==> src/rtl/filter_config_sequencer_if.sv <==
// Host register bus between the Avalon-side master and the filter configuration sequencer.
// Writes are single-cycle strobes; reads return registered data one clock later.
interface filter_config_sequencer_if;
  logic        wr_en;
  logic [3:0]  wr_addr;
  logic [31:0] wr_data;
  logic [3:0]  rd_addr;
  logic [31:0] rd_data;

  modport master (output wr_en, wr_addr, wr_data, rd_addr, input rd_data);
  modport slave  (input wr_en, wr_addr, wr_data, rd_addr, output rd_data);
endinterface

==> src/rtl/filter_config_sequencer.sv <==
// Shadow/active configuration bank for the image filter pipe: the host fills the shadow bank,
// commits, and the bank is applied atomically at a frame boundary, followed by a pipe flush window.
module filter_config_sequencer #(
  parameter int unsigned FLUSH_CYCLES = 16,
  parameter logic [9:0]  APPLY_V_LINE = 10'd2
) (
  input  logic                        Clock,
  input  logic                        Reset,
  filter_config_sequencer_if.slave    host,
  input  logic                        master_enable,
  input  logic [10:0]                 H_Count,
  input  logic [9:0]                  V_Count,
  output logic                        pipe_enable,
  output logic [2:0]                  filter_mode,
  output logic [71:0]                 coef_out,
  output logic                        scale_out,
  output logic                        busy,
  output logic [15:0]                 apply_count
);

  typedef enum logic [1:0] {IDLE = 2'd0, PENDING = 2'd1, FLUSH = 2'd2, RUN = 2'd3} state_t;

  localparam logic [15:0] FLUSH_LOAD = 16'(FLUSH_CYCLES - 1);

  state_t             state_q, state_d;
  logic [15:0]        flush_cnt_q;
  logic [2:0]         shadow_mode;
  logic signed [7:0]  shadow_coef [9];
  logic               shadow_scale;
  logic [71:0]        shadow_packed;
  logic               commit, boundary, apply, flush_done, pipe_enable_d;
  logic [31:0]        rd_value;
  logic               unused_wr_bits;

  // Modes 6 and 7 are undefined in the pipe; they go live as pass-through.
  function automatic logic [2:0] commit_mode(input logic [2:0] m);
    return (m > 3'd5) ? 3'd0 : m;
  endfunction

  assign unused_wr_bits = &{1'b0, host.wr_data[31:8]};
  assign commit     = host.wr_en && (host.wr_addr == 4'd11);
  assign boundary   = (V_Count == APPLY_V_LINE) && (H_Count == 11'd0);
  assign flush_done = (flush_cnt_q == 16'd0);
  assign busy       = (state_q == PENDING) || (state_q == FLUSH);

  always_comb begin
    shadow_packed = '0;
    for (int i = 0; i < 9; i++) shadow_packed[71 - 8*i -: 8] = shadow_coef[i];
  end

  // State register and flush counter
  always_ff @(posedge Clock) begin
    if (Reset) begin
      state_q     <= IDLE;
      flush_cnt_q <= '0;
    end else begin
      state_q <= state_d;
      if (apply)
        flush_cnt_q <= FLUSH_LOAD;
      else if (state_q == FLUSH && !flush_done)
        flush_cnt_q <= flush_cnt_q - 16'd1;
    end
  end

  // Next-state logic; a commit only arms PENDING, so a boundary in the same cycle is not used
  always_comb begin
    state_d = state_q;
    unique case (state_q)
      IDLE:    if (commit) state_d = PENDING;
               else if (master_enable) state_d = RUN;
      RUN:     if (commit) state_d = PENDING;
      PENDING: if (apply) state_d = FLUSH;
      FLUSH:   if (flush_done) state_d = RUN;
      default: state_d = IDLE;
    endcase
  end

  // Output decode
  always_comb begin
    apply         = (state_q == PENDING) && (!master_enable || boundary);
    pipe_enable_d = 1'b0;
    unique case (state_d)
      RUN:     pipe_enable_d = master_enable;
      PENDING: pipe_enable_d = pipe_enable;
      default: pipe_enable_d = 1'b0;
    endcase
  end

  always_ff @(posedge Clock) begin
    if (Reset) begin
      shadow_mode  <= 3'd0;
      shadow_scale <= 1'b1;
      for (int i = 0; i < 9; i++) shadow_coef[i] <= (i == 4) ? 8'sd16 : 8'sd0;
    end else if (host.wr_en) begin
      case (host.wr_addr)
        4'd0:                        shadow_mode <= host.wr_data[2:0];
        4'd1, 4'd2, 4'd3, 4'd4, 4'd5,
        4'd6, 4'd7, 4'd8, 4'd9:      shadow_coef[host.wr_addr - 4'd1] <= host.wr_data[7:0];
        4'd10:                       shadow_scale <= host.wr_data[0];
        default: ;
      endcase
    end
  end

  always_ff @(posedge Clock) begin
    if (Reset) begin
      pipe_enable <= 1'b0;
      filter_mode <= 3'd0;
      coef_out    <= 72'h00_0000_0010_0000_0000;
      scale_out   <= 1'b1;
      apply_count <= 16'd0;
    end else begin
      pipe_enable <= pipe_enable_d;
      if (apply) begin
        filter_mode <= commit_mode(shadow_mode);
        coef_out    <= shadow_packed;
        scale_out   <= shadow_scale;
        apply_count <= apply_count + 16'd1;
      end
    end
  end

  always_comb begin
    rd_value = 32'd0;
    case (host.rd_addr)
      4'd0:                        rd_value = {29'd0, shadow_mode};
      4'd1, 4'd2, 4'd3, 4'd4, 4'd5,
      4'd6, 4'd7, 4'd8, 4'd9:      rd_value = {24'd0, shadow_coef[host.rd_addr - 4'd1]};
      4'd10:                       rd_value = {31'd0, shadow_scale};
      4'd12:                       rd_value = {29'd0, busy, state_q};
      4'd13:                       rd_value = {16'd0, apply_count};
      default:                     rd_value = 32'd0;
    endcase
  end

  always_ff @(posedge Clock) begin
    if (Reset) host.rd_data <= 32'd0;
    else       host.rd_data <= rd_value;
  end

endmodule

==> src/flat_wrapper.sv <==
// flat-port wrapper written by rule: the top's interface ports become plain ports
module filter_config_sequencer_flat 
#(
  parameter int unsigned FLUSH_CYCLES = 16,
  parameter logic [9:0]  APPLY_V_LINE = 10'd2
)
  (Clock, Reset, master_enable, H_Count, V_Count, pipe_enable, filter_mode, coef_out, scale_out, busy, apply_count, host_wr_en, host_wr_addr, host_wr_data, host_rd_addr, host_rd_data);
  filter_config_sequencer_if host_i ();
  input  logic Clock;
  input  logic Reset;
  input  logic master_enable;
  input  logic [10:0] H_Count;
  input  logic [9:0] V_Count;
  output logic pipe_enable;
  output logic [2:0] filter_mode;
  output logic [71:0] coef_out;
  output logic scale_out;
  output logic busy;
  output logic [15:0] apply_count;
  input wire logic [$bits(host_i.wr_en)-1:0] host_wr_en;
  input wire logic [$bits(host_i.wr_addr)-1:0] host_wr_addr;
  input wire logic [$bits(host_i.wr_data)-1:0] host_wr_data;
  input wire logic [$bits(host_i.rd_addr)-1:0] host_rd_addr;
  output wire logic [$bits(host_i.rd_data)-1:0] host_rd_data;
  assign host_i.wr_en = host_wr_en;
  assign host_i.wr_addr = host_wr_addr;
  assign host_i.wr_data = host_wr_data;
  assign host_i.rd_addr = host_rd_addr;
  assign host_rd_data = host_i.rd_data;
  filter_config_sequencer #(.FLUSH_CYCLES(FLUSH_CYCLES), .APPLY_V_LINE(APPLY_V_LINE)) u_core (.Clock(Clock), .Reset(Reset), .host(host_i), .master_enable(master_enable), .H_Count(H_Count), .V_Count(V_Count), .pipe_enable(pipe_enable), .filter_mode(filter_mode), .coef_out(coef_out), .scale_out(scale_out), .busy(busy), .apply_count(apply_count));
endmodule
==> config.mk <==
export PLATFORM = sky130hd
export DESIGN_NAME = filter_config_sequencer_flat
export DESIGN_NICKNAME = d
export VERILOG_FILES = /design/src/rtl/filter_config_sequencer_if.sv /design/src/rtl/filter_config_sequencer.sv /design/src/flat_wrapper.sv
export SDC_FILE = /design/constraint.sdc
export NUM_CORES = 1
export LEC_CHECK = 0
export CAP_MARGIN = 30
export CORE_ASPECT_RATIO = 0.6
export CORE_UTILIZATION = 40
export DETAILED_ROUTE_END_ITERATION = 16
export PLACE_DENSITY_LB_ADDON = 0.12
export REMOVE_ABC_BUFFERS = 1
export SLEW_MARGIN = 30
export SYNTH_ARGS = -nofsm -noshare
export SYNTH_HDL_FRONTEND = slang
export SYNTH_SLANG_ARGS = --single-unit
==> constraint.sdc <==
create_clock -name Clock -period 7.3 [get_ports Clock]
set_input_delay 1.46 -clock Clock [delete_from_list [all_inputs] [get_ports Clock]]
set_output_delay 1.46 -clock Clock [all_outputs]
set_load 0.005 [all_outputs]
**Word-level counts from Yosys, hierarchy flattened**

Memories as Yosys holds them, arrays and structs flattened. A register that Yosys moved wholly into a read port is not among the register bits.
Cells that the tools add are included.

- Output and inout bits: 126
- Flip-flop bits (word level): 75
- Bits of input ports: 65
- Word-level logic and storage cells: 85
- Memories: 1
- Memory bits (read-only): 0
- Bits in latches: 0
- RAM bits: 72

- Bitwise operators: 0
- Multipliers: 0
- Div/mod/pow operators: 0
- Add/subtract/negate cells: 4
- Shift-type cells: 0
- Equality and inequality tests: 29
- Multiplexer cells: 20
- Order comparisons: 1
- Reduce and logical (&&, ||, !) cells: 20

Memories:

| name | words | width | rd ports | clocked after Yosys merged registers in | wr ports | line | text |
|---|---|---|---|---|---|---|---|
| u_core.shadow_coef | 9 | 8 | 10 | 9 | 9 | filter_config_sequencer.sv:28 | `logic signed [7:0] shadow_coef [9];` |

Operators by type and width:

| kind | number |
|---|---|
| one-hot mux 16 bit (5 select lines) | 1 |
| == test 4 bit (second input constant) | 9 |
| == test 4 x 3 -> 1 bit (second input constant) | 8 |
| OR reduction 9 bit | 2 |
| adder 16 x 1 -> 16 bit (second input constant) | 1 |
| == test 4 x 2 -> 1 bit (second input constant) | 4 |
| zero test 16 bit | 1 |
| subtractor 16 x 1 -> 16 bit (second input constant) | 1 |
| two-way mux 4 bit | 3 |
| zero test 11 bit | 1 |
| == test 10 x 2 -> 1 bit (second input constant) | 1 |
| two-way mux 2 bit | 5 |
| == test 4 x 1 -> 1 bit (second input constant) | 2 |
| zero test 4 bit | 2 |
| two-way mux 8 bit | 1 |
| one-hot mux 2 bit (4 select lines) | 1 |
| OR reduction 8 bit | 1 |
| subtractor 4 x 1 -> 4 bit (second input constant) | 2 |
| two-way mux 1 bit | 7 |
| == test 2 bit (second input constant) | 3 |
| == test 2 x 1 -> 1 bit (second input constant) | 2 |
| logical AND 1 bit | 4 |
| AND reduction 2 bit | 2 |
| > comparator 3 bit (second input constant) | 1 |
| other kinds (7) | 9 |

**Depth between registers and ports, before layout**

- Depth after elaboration: 8
- Mapped depth: 12
- Depth with buffers taken out: 7

**Worst setup path after synthesis**

OpenSTA, ideal clock, no wires.

- Path kind: input to register
- Start: input host_rd_addr[0]
- End: register u_core.host.rd_data[2]
- Arrival: 4.253 ns
- Setup slack: 2.931 ns
- Stages on the path: 12
- Path buffers: 6
- Required time: 7.183 ns
- Cell sequence: buf_2 buf_2 buf_2 inv_1 ha_1 clkbuf_1 buf_2 clkbuf_1 mux4_2 a211oi_1 a21oi_1 a22o_1

- Word-level cells in the longest chain between the ends: 3

Ends and longest elaborated chain:

| item | line | text |
|---|---|---|
| start: declaration | flat_wrapper.sv:23 | `input wire logic [$bits(host_i.rd_addr)-1:0] host_rd_addr;` |
| subtractor 4 x 1 -> 4 bit, or another cell as far along | filter_config_sequencer.sv:128 | `4'd6, 4'd7, 4'd8, 4'd9: rd_value = {24'd0, shadow_coef[host.rd_addr - 4'd1]};` |
| memory (9 x 8 bit) / OR reduction 9 bit (equally long branches) | -- |  |
| one-hot mux 16 bit (5 select lines) (*) | filter_config_sequencer.sv:125 | `case (host.rd_addr)` |
| end signal: assignment | filter_config_sequencer.sv:138 | `else host.rd_data <= rd_value;` |
| end: declaration | filter_config_sequencer_if.sv:11 | `modport slave (input wr_en, wr_addr, wr_data, rd_addr, output rd_data);` |

Every way passes the cells marked *; elsewhere a longest branch is shown, timed or not.
A chain may end at the register's enable or synchronous reset.

**Final worst setup path**

- Start: input host_rd_addr[1]
- End: register u_core.host.rd_data[6]

Same word-level chain as after synthesis.

==> out/summary.txt <==
Die Span X = 218 um
Die height = 132 um
Pwr/cell area = 292 mW/mm^2
Top post-synthesis cells by area = edfxtp_1 34%, dfxtp_1 23%, mux4_2 6.4%, and2_1 4.6%, a21oi_1 3.9%
I/O Buffers = 150
Grt ovf = 0
Final wirelength = 29,800 um
Post-CTS resize count = 0
ANT nets after route = 0
Synth Area in Compound Gates = 11.2%
Residual DRC = 2
Post-Syn Area per Cell = 11.4 um^2
Register Area = 0.00647 mm^2
CTS HTree Levels = 1
1st-iter DRT viols = 656
Layout cell share with drive strength beyond 1 = 10.6%
IO Count = 191
Mapped cell area = 0.0112 mm^2
Switch Pwr = 1250 uW
Flops & latches, synth = 259
Pint = 2860 uW
Starting density of the core = 40.8%
Post-synth cell types = 53
F_max = 0.262 GHz
Worst rel slew slack = 38.2%
Unrepaired setup endpoints after global routing = no
CTS Hold Bufs = 0
Comb pwr share = 24.1%
CORE AREA = 0.0276 mm^2
Worst skew pair latency = 540 ps
Sequential area share after synthesis = 57.5%
Multi-input logic area = 0.00464 mm^2
Sw Share = 30.5%
Root Buffer = clkbuf_16
CTS tree = built
CTS Buffer Depth = 3
Vias per cell = 5.27
Tmin final = 3810 ps
Failing checks = design-rule violations
Critical R2R Launch = u_core.state_q[0]
Startpoint of the worst hold path = coef_out[71]
DP Area = 0.0132 mm^2
RD Place Congestion = 0.782
Clock Sinks = 259
First-pass GRT wire length = 45,500 um
Worst Path Arrival = 4230 ps
Tot GR Track Use = 20.5%
Final #Nets = 1,239
Cell taking the most area after synthesis = edfxtp_1
Ant. Diodes = 0
Yosys top cell area share = 34.2%
Post-CTS Setup Bufs = 0
Routed via count = 8,163
Fin crit share = 52.2%
Worst-Margin Slew = 927 ps
Setup tns final = 0 ps
Largest net degree at the start of global routing = 89
Post-DP HPWL = 19,700 um
Synth Area in XOR/XNOR = 1.09%
Reg power frac = 43.0%
Mux share of post-synthesis cell area = 8.59%
Fin. Hold Viols = 0
Part of the power in the clock network = 32.9%
Worst Setup End Kind = register
Crit path from = host_rd_addr[1]
Total power = 4110 uW
Initial antenna violation count = 1
Required time of the critical path = 7720 ps
Number of flops mapped to enable cells by yosys = 128
# rows = 47
Most used DFF post-synth = dfxtp_1
Worst clock skew = 8.76 ps
Most common cell after layout, fill and taps aside = clkdlybuf4s50_1
Post-layout util = 51.0%
Worst IR Drop VDD = 0.000185 V
Kind of critical path = input port to register
DR pass1 iterations = 12
Critical path fanouts, max = 17
Synth Instances = 989
Synth warn = 0
Die area = 0.0288 mm^2
Asr flop ratio synth = 0%
Lkg Pwr = 0.00490 uW
Max Cap Viol = 0
Synth Area in Simple Gates = 16.2%
Min-delay worst type = register to register
Wire per inst = 19.2 um
Clock slew at reported path FFs = 60 ps
CTS Buf Count = 26
Filler cells = 2,526
Post-Synth Adder-Cell Area = 1.34%
Max-slew violation count = 0
Area growth from synthesis to layout = 25.2%
Number of global-route vias before repair = 7,589
Status = finished with violations
Commonest non-fill, non-tap cells in the layout = 148 x clkdlybuf4s50_1, 131 x dfxtp_1, 128 x edfxtp_1, 88 x a21oi_1, 83 x and2_1
Startpoint class of the critical path = input port
Largest family of logic cells by synthesized area = simple AND/OR/NAND/NOR gates
Design area = 0.0141 mm^2
Setup violators final = 0
==> power groups by stage <==
stage / registers, uW / clock network [uW] / logic (uW)
floorplan: 1770 / 0 / 606
detailed placement: 1800 / 0 / 982
global route: 1780 / 1440 / 1090
global placement: 1790 / 0 / 974
finish: 1770 / 1350 / 991
CTS: 1770 / 1380 / 988
==> cells in the mapped netlist, drive strengths merged, types with 3 or more instances <==
cell    instances
edfxtp        128
ha             12
nor2           38
nor2b          19
mux2           12
dfxtp         131
xnor2           3
nand2b          5
nor3           31
nand4b          3
mux2i          11
nand4          16
and3            5
clkbuf         59
nand3b          4
mux4           32
buf            30
a311oi          3
or3             4
inv            11
a22o           12
o21ai          83
a21oi          88
a211oi         11
nand2          15
nor4           10
nand3          76
a31o            3
xor2           11
or2            10
and2           83
or4             5
==> metal layers <==
metal / track usage [%] / wire length, um
met1: 33.3 / 15400
met2: 28.4 / 12400
met3: 3.60 / 1530
met4: 3.65 / 451
met5: 0 / 13
==> stage by stage <==
step                      hold WS (ps)  cells  setup slack, ps
after floorplan                    451    971             -139
after global placement             464   1500             2810
after detailed placement           467   1501             2910
after CTS                          477   1548             3470
after global routing               496   1548             3370
final                              474   1548             3490
==> path summary, 6_finish.rpt <==
path                            endpoint  slack [ps]  cells past startpoint
setup / recovery  u_core.host.rd_data[6]        3490                      9
hold / removal              coef_out[71]         470                      2
hold reg to reg             coef_out[71]         470                      2
setup reg to reg      u_core.pipe_enable        4480                      7
==> cell families (layout without fill, tap and decap cells) <==
logic type | Yosys count | in the layout
adders and majority gates | 12 | 12
DFF | 259 | 259
muxes | 55 | 55
other | 1 | 72
xor gates and xnor gates | 14 | 14
AOI/OAI and AO/OA | 219 | 219
and+or+nand+nor | 329 | 329
buffers and inverters | 100 | 221
==> state kept, by name (all words and copies together) (netlist names) <==
signal / cells
coef_out: 72
u_core.apply_count: 16
u_core.filter_mode: 3
u_core.flush_cnt_q: 16
u_core.host.rd_data: 16
u_core.pipe_enable: 1
u_core.scale_out: 1
u_core.shadow_coef: 128
u_core.shadow_mode: 3
u_core.shadow_scale: 1
u_core.state_q: 2
==> worst max-delay path, stage by stage <==
cell             delay (ps)
clkdlybuf4s50_1         570
inv_1                   110
ha_1                    310
buf_4                   300
mux4_2                  370
nor2b_1                 150
a211oi_1                540
a21oi_1                 160
a22o_1                  260
==> final cells by class <==
type,instances,share of cell area (%)
clock buffers,40,5.69
clock inverters,7,0.418
inverters,11,0.293
multi-input cells,701,33.0
flip-flops and latches,259,46.0
well taps,367,3.26
repair buffers,163,11.4
Power figures use the tool's default switching activity.
